`src/rtl/edge_pulse_pkg.sv`:
```
// Shared mode encodings and sizing helper for the edge pulse generator.
package edge_pulse_pkg;

    localparam logic [1:0] MODE_OFF  = 2'b00;
    localparam logic [1:0] MODE_RISE = 2'b01;
    localparam logic [1:0] MODE_FALL = 2'b10;
    localparam logic [1:0] MODE_BOTH = 2'b11;

    function automatic int cnt_width(input int len);
        return $clog2(len + 1);
    endfunction

endpackage

```
`src/rtl/edge_pulse_gen_if.sv`:
```
// Control and status bundle of the edge pulse generator.
interface edge_pulse_gen_if #(
    parameter int CHANNELS = 4
) ();

    logic [CHANNELS-1:0]   check;
    logic [2*CHANNELS-1:0] mode;
    logic                  enable;
    logic [CHANNELS-1:0]   clear_missed;
    logic [CHANNELS-1:0]   out;
    logic                  any_out;
    logic [CHANNELS-1:0]   missed;

    modport master (
        output check, mode, enable, clear_missed,
        input  out, any_out, missed
    );

    modport slave (
        input  check, mode, enable, clear_missed,
        output out, any_out, missed
    );

endinterface

```
`src/rtl/edge_pulse_chan.sv`:
```
// One channel: edge detect, pulse counter and sticky missed-edge flag.
module edge_pulse_chan
    import edge_pulse_pkg::*;
#(
    parameter int PULSE_LEN = 1,
    parameter int RETRIG    = 0
) (
    input  logic       clock,
    input  logic       reset,
    input  logic       chk,
    input  logic [1:0] mode,
    input  logic       enable,
    input  logic       clear_missed,
    output logic       out,
    output logic       out_nxt,
    output logic       missed
);

    localparam int CW = cnt_width(PULSE_LEN);
    localparam logic [CW-1:0] LEN = CW'(PULSE_LEN);

    logic          prev;
    logic [CW-1:0] cnt;
    logic [CW-1:0] cnt_dec;
    logic [CW-1:0] cnt_nxt;
    logic          rise;
    logic          fall;
    logic          hit;
    logic          miss_set;

    assign rise = chk & ~prev;
    assign fall = ~chk & prev;

    always_comb begin
        hit = 1'b0;
        unique case (mode)
            MODE_OFF:  hit = 1'b0;
            MODE_RISE: hit = rise;
            MODE_FALL: hit = fall;
            MODE_BOTH: hit = rise | fall;
        endcase
        hit = hit & enable;
    end

    assign cnt_dec = (cnt == '0) ? '0 : cnt - CW'(1);

    // A pulse in its final cycle counts as idle, so an edge then starts a fresh pulse.
    always_comb begin
        cnt_nxt  = cnt_dec;
        miss_set = 1'b0;
        if (hit) begin
            if (cnt_dec == '0 || RETRIG != 0) begin
                cnt_nxt = LEN;
            end else begin
                miss_set = 1'b1;
            end
        end
    end

    assign out_nxt = (cnt_nxt != '0);

    always_ff @(posedge clock) begin
        if (!reset) begin
            prev   <= chk;
            cnt    <= '0;
            out    <= 1'b0;
            missed <= 1'b0;
        end else begin
            prev   <= chk;
            cnt    <= cnt_nxt;
            out    <= out_nxt;
            missed <= miss_set | (missed & ~clear_missed);
        end
    end

endmodule

```
`src/rtl/edge_pulse_gen.sv`:
```
// Multi-channel edge-to-pulse generator; define EDGE_PULSE_SYNC_EN
// to put a 2-flop synchronizer in front of every channel.
module edge_pulse_gen
    import edge_pulse_pkg::*;
#(
    parameter int CHANNELS  = 4,
    parameter int PULSE_LEN = 1,
    parameter int RETRIG    = 0
) (
    input  logic              clock,
    input  logic              reset,
    edge_pulse_gen_if.slave   bus
);

    logic [CHANNELS-1:0] chk;
    logic [CHANNELS-1:0] out_nxt;
    logic [CHANNELS-1:0] out_q;
    logic [CHANNELS-1:0] miss_q;
    logic                any_q;

`ifdef EDGE_PULSE_SYNC_EN
    logic [CHANNELS-1:0] sync1;
    logic [CHANNELS-1:0] sync2;

    always_ff @(posedge clock) begin
        if (!reset) begin
            sync1 <= '0;
            sync2 <= '0;
        end else begin
            sync1 <= bus.check;
            sync2 <= sync1;
        end
    end

    assign chk = sync2;
`else
    assign chk = bus.check;
`endif

    for (genvar g = 0; g < CHANNELS; g++) begin : g_chan
        edge_pulse_chan #(
            .PULSE_LEN (PULSE_LEN),
            .RETRIG    (RETRIG)
        ) u_chan (
            .clock        (clock),
            .reset        (reset),
            .chk          (chk[g]),
            .mode         (bus.mode[2*g +: 2]),
            .enable       (bus.enable),
            .clear_missed (bus.clear_missed[g]),
            .out          (out_q[g]),
            .out_nxt      (out_nxt[g]),
            .missed       (miss_q[g])
        );
    end

    always_ff @(posedge clock) begin
        if (!reset) begin
            any_q <= 1'b0;
        end else begin
            any_q <= |out_nxt;
        end
    end

    assign bus.out     = out_q;
    assign bus.missed  = miss_q;
    assign bus.any_out = any_q;

endmodule

```
`src/flat_wrapper.sv`:
```
// flat-port wrapper written by rule: the top's interface ports become plain ports
module edge_pulse_gen_flat import edge_pulse_pkg::*;
#(
    parameter int CHANNELS  = 4,
    parameter int PULSE_LEN = 1,
    parameter int RETRIG    = 0
)
  (clock, reset, bus_check, bus_mode, bus_enable, bus_clear_missed, bus_out, bus_any_out, bus_missed);
  edge_pulse_gen_if #(.CHANNELS(CHANNELS)) bus_i ();
  input  logic clock;
  input  logic reset;
  input wire logic [$bits(bus_i.check)-1:0] bus_check;
  input wire logic [$bits(bus_i.mode)-1:0] bus_mode;
  input wire logic [$bits(bus_i.enable)-1:0] bus_enable;
  input wire logic [$bits(bus_i.clear_missed)-1:0] bus_clear_missed;
  output wire logic [$bits(bus_i.out)-1:0] bus_out;
  output wire logic [$bits(bus_i.any_out)-1:0] bus_any_out;
  output wire logic [$bits(bus_i.missed)-1:0] bus_missed;
  assign bus_i.check = bus_check;
  assign bus_i.mode = bus_mode;
  assign bus_i.enable = bus_enable;
  assign bus_i.clear_missed = bus_clear_missed;
  assign bus_out = bus_i.out;
  assign bus_any_out = bus_i.any_out;
  assign bus_missed = bus_i.missed;
  edge_pulse_gen #(.CHANNELS(CHANNELS), .PULSE_LEN(PULSE_LEN), .RETRIG(RETRIG)) u_core (.clock(clock), .reset(reset), .bus(bus_i));
endmodule
```
`config.mk`:
```
export PLATFORM = sky130hd
export DESIGN_NAME = edge_pulse_gen_flat
export DESIGN_NICKNAME = d
export VERILOG_FILES = /design/src/rtl/edge_pulse_pkg.sv /design/src/rtl/edge_pulse_gen_if.sv /design/src/rtl/edge_pulse_chan.sv /design/src/rtl/edge_pulse_gen.sv /design/src/flat_wrapper.sv
export SDC_FILE = /design/constraint.sdc
export NUM_CORES = 1
export LEC_CHECK = 0
export CAP_MARGIN = 10
export CORE_MARGIN = 5
export CORE_UTILIZATION = 30
export CTS_BUF_LIST = sky130_fd_sc_hd__clkbuf_16
export CTS_CLUSTER_DIAMETER = 200
export DETAILED_ROUTE_END_ITERATION = 7
export PLACE_DENSITY = 0.57
export SYNTH_ARGS = -nofsm -noshare
export SYNTH_HDL_FRONTEND = slang
export SYNTH_SLANG_ARGS = --single-unit
```
`constraint.sdc`:
```
create_clock -name clock -period 1.8 [get_ports clock]
set_clock_uncertainty 0.15 [all_clocks]
set_input_delay 0.27 -clock clock [delete_from_list [all_inputs] [get_ports clock]]
set_output_delay 0.27 -clock clock [all_outputs]
set_load 0.01 [all_outputs]
```
==> flow_metrics.py <==
metrics = {
    "setup_path": {
        "critPathRequiredTime_ns": 1.77,
        "start_kind": "input pin",
        "crit_chain": "clkdlybuf4s50_1, inv_1, ha_1, nand2b_1, a311oi_1, o41a_1",
        "critical_path_class": "in2reg",
        "crit_path_max_fanout": 3,
        "critPathArrivalTime_ns": 1.69,
        "max_stage_delay_ns": 0.50,
        "worst-path-buf-inv": 2,
        "critPathTopFamily": "buffers and inverters",
        "crit_slowest_cell": "clkdlybuf4s50_1",
        "end_kind": "flop",
    },
    "cts": {
        "cts_max_level": 1,
        "clk_path_buf_depth": 2,
        "clkTransAtPathRegs_ns": 0.04,
        "cts_root_buf": "clkbuf_16",
        "clk_latency_ns": 0.24,
        "cts_sinks": 13,
        "cts_tree": "yes",
        "cts_resized": 0,
        "cts_setup_buffers": 0,
        "postCtsHoldBufs": 0,
        "cts_inserted_buffers": 3,
    },
    "cells_and_area": {
        "layout.cells.non_filler": 117,
        "final_common_cell": "clkdlybuf4s50_1",
        "final_cell_mix": "clkdlybuf4s50_1, dfxtp_1, inv_1",
        "final_area_um2": 980,
        "num_antenna_cells": 0,
        "syn2layout_area_growth_pct": 54.4,
        "nets": 118,
        "drive_gt1_frac": 0.0667,
        "fin_util": 0.494,
    },
    "sta": {
        "tightest_slew_ns": 0.307,
        "timing.slew.headroom": 0.794,
        "grt_setup_unrepaired": "false",
        "max_freq_mhz": 583,
        "hold_viol": 0,
        "period_share": 0.952,
        "drv_slew": 0,
        "setup_violations": 0,
        "tns_ns": 0,
        "finalCriticalPeriod_ns": 1.71,
    },
    "synthesis": {
        "ys_seq_elements": 13,
        "yosysTopAreaCellShare": 0.410,
        "yosysWarnings": 0,
        "synth_area_leaders": "dfxtp_1, ha_1, buf_4, nand2b_1, and3b_1",
        "yosys.area.top_type": "dfxtp_1",
        "synth_area_um2": 634,
        "syn_nets": 91,
        "synth.distinct_cells": 14,
        "syn_avg_cell_area_um2": 9.91,
        "syn_inst": 64,
        "synth_sequential_area_ratio": 0.410,
    },
    "grt": {
        "grt_pass1_vias": 462,
        "grt_pass1_wl_um": 1890,
        "grtUsageTotal": 0.0780,
        "grt_overflow": 0,
        "grt_max_degree": 10,
        "grt_antenna_before_repair": 0,
    },
    "hold_path": {
        "hp-class": "reg2reg",
    },
    "floorplanning": {
        "core-area_um2": 1980,
        "start_util": 0.320,
        "die_w_um": 56.0,
        "dieArea_um2": 3130,
        "ios": 28,
        "die_h_um": 56.0,
        "row_count": 16,
    },
    "power": {
        "pwr_density_cell_nw_per_um2": 827,
        "p_leak_nw": 0.448,
        "vdd_drop_max_mv": 0.632,
        "p_total_w": 0.000810,
    },
    "status": {
        "outcome": "completed",
    },
    "job": {
        "max_cap_violations": 0,
    },
    "placement": {
        "dpl-instance-area_um2": 901,
        "dp_cells": 113,
        "gp_congestion": 0.680,
        "portBuffers": 27,
        "hpwl_um": 929,
    },
    "detailed_routing": {
        "vias": 483,
        "drt_iter0_drc": 1,
        "drc": 0,
        "vias_per_cell": 4.13,
        "wirelength_um": 1110,
        "final_antenna_net_count": 0,
        "drtPass1Iterations": 2,
        "routedWlPerCell_um": 9.45,
    },
}
-- stage by stage --
stage          hold WS, ns  setup WS, ns
2_1_floorplan        0.148         0.409
3_3_place_gp         0.331        -0.144
3_5_place_dp         0.336        -0.190
4_1_cts              0.349        0.0789
5_1_grt              0.365        0.0145
6_report             0.346        0.0856
-- area by class of cell --
| type | instances | area [um2] |
|---|---|---|
| multi-input combinational | 34 | 280 |
| tap | 27 | 33.8 |
| clock buffer | 3 | 75.1 |
| timing repair buffer | 30 | 293 |
| inverter | 9 | 33.8 |
| clock inverter | 1 | 3.75 |
| fill | 184 | 1000 |
| sequential | 13 | 260 |
-- cell families after synthesis --
group                      count (synthesis)  synth area share
and+or+nand+nor                           18             0.189
buffers and inverters                     17             0.148
DFF                                       13             0.410
AOI/OAI and AO/OA                          8            0.0947
adders and majority gates                  8             0.158
-- cells in the mapped netlist --
library cell,instances
a21oi_1,3
a311oi_1,3
and2_1,5
and3b_1,4
buf_4,8
dfxtp_1,13
ha_1,8
inv_1,9
nand2_1,1
nand2b_1,6
nand4b_1,1
nor2_1,1
o31ai_1,1
o41a_1,1
-- layer usage --
metal  share of wire  track usage
met1            0.44       0.0803
met2            0.43        0.117
met3            0.12       0.0626
met4          0.0054       0.0305
met5               0            0
-- path summary, 6_finish.rpt --
kind                                   from                              to  slack (ns)  cells after the start
max                            bus_check[3]              u_core.bus.any_out        0.09                      6
max reg2reg    u_core.g_chan[3].u_chan.prev              u_core.bus.any_out        0.36                      5
min          u_core.g_chan[2].u_chan.missed  u_core.g_chan[2].u_chan.missed        0.35                      1
min reg2reg  u_core.g_chan[2].u_chan.missed  u_core.g_chan[2].u_chan.missed        0.35                      1
-- where the power goes --
| part | total, W | internal, W | switching [W] |
|---|---|---|---|
| clock network | 0.000405 | 0.000292 | 0.000113 |
| registers | 0.000304 | 0.000300 | 0.00000400 |
| logic | 0.000102 | 0.0000678 | 0.0000339 |
-- state kept, by name, indices dropped and copies added (netlist names) --
| register | count |
|---|---|
| u_core.g_chan.u_chan.missed | 4 |
| u_core.bus.any_out | 1 |
| u_core.g_chan.u_chan.prev | 4 |
| u_core.g_chan.u_chan.cnt | 4 |
Note: power is estimated with default switching activity, not from simulation.
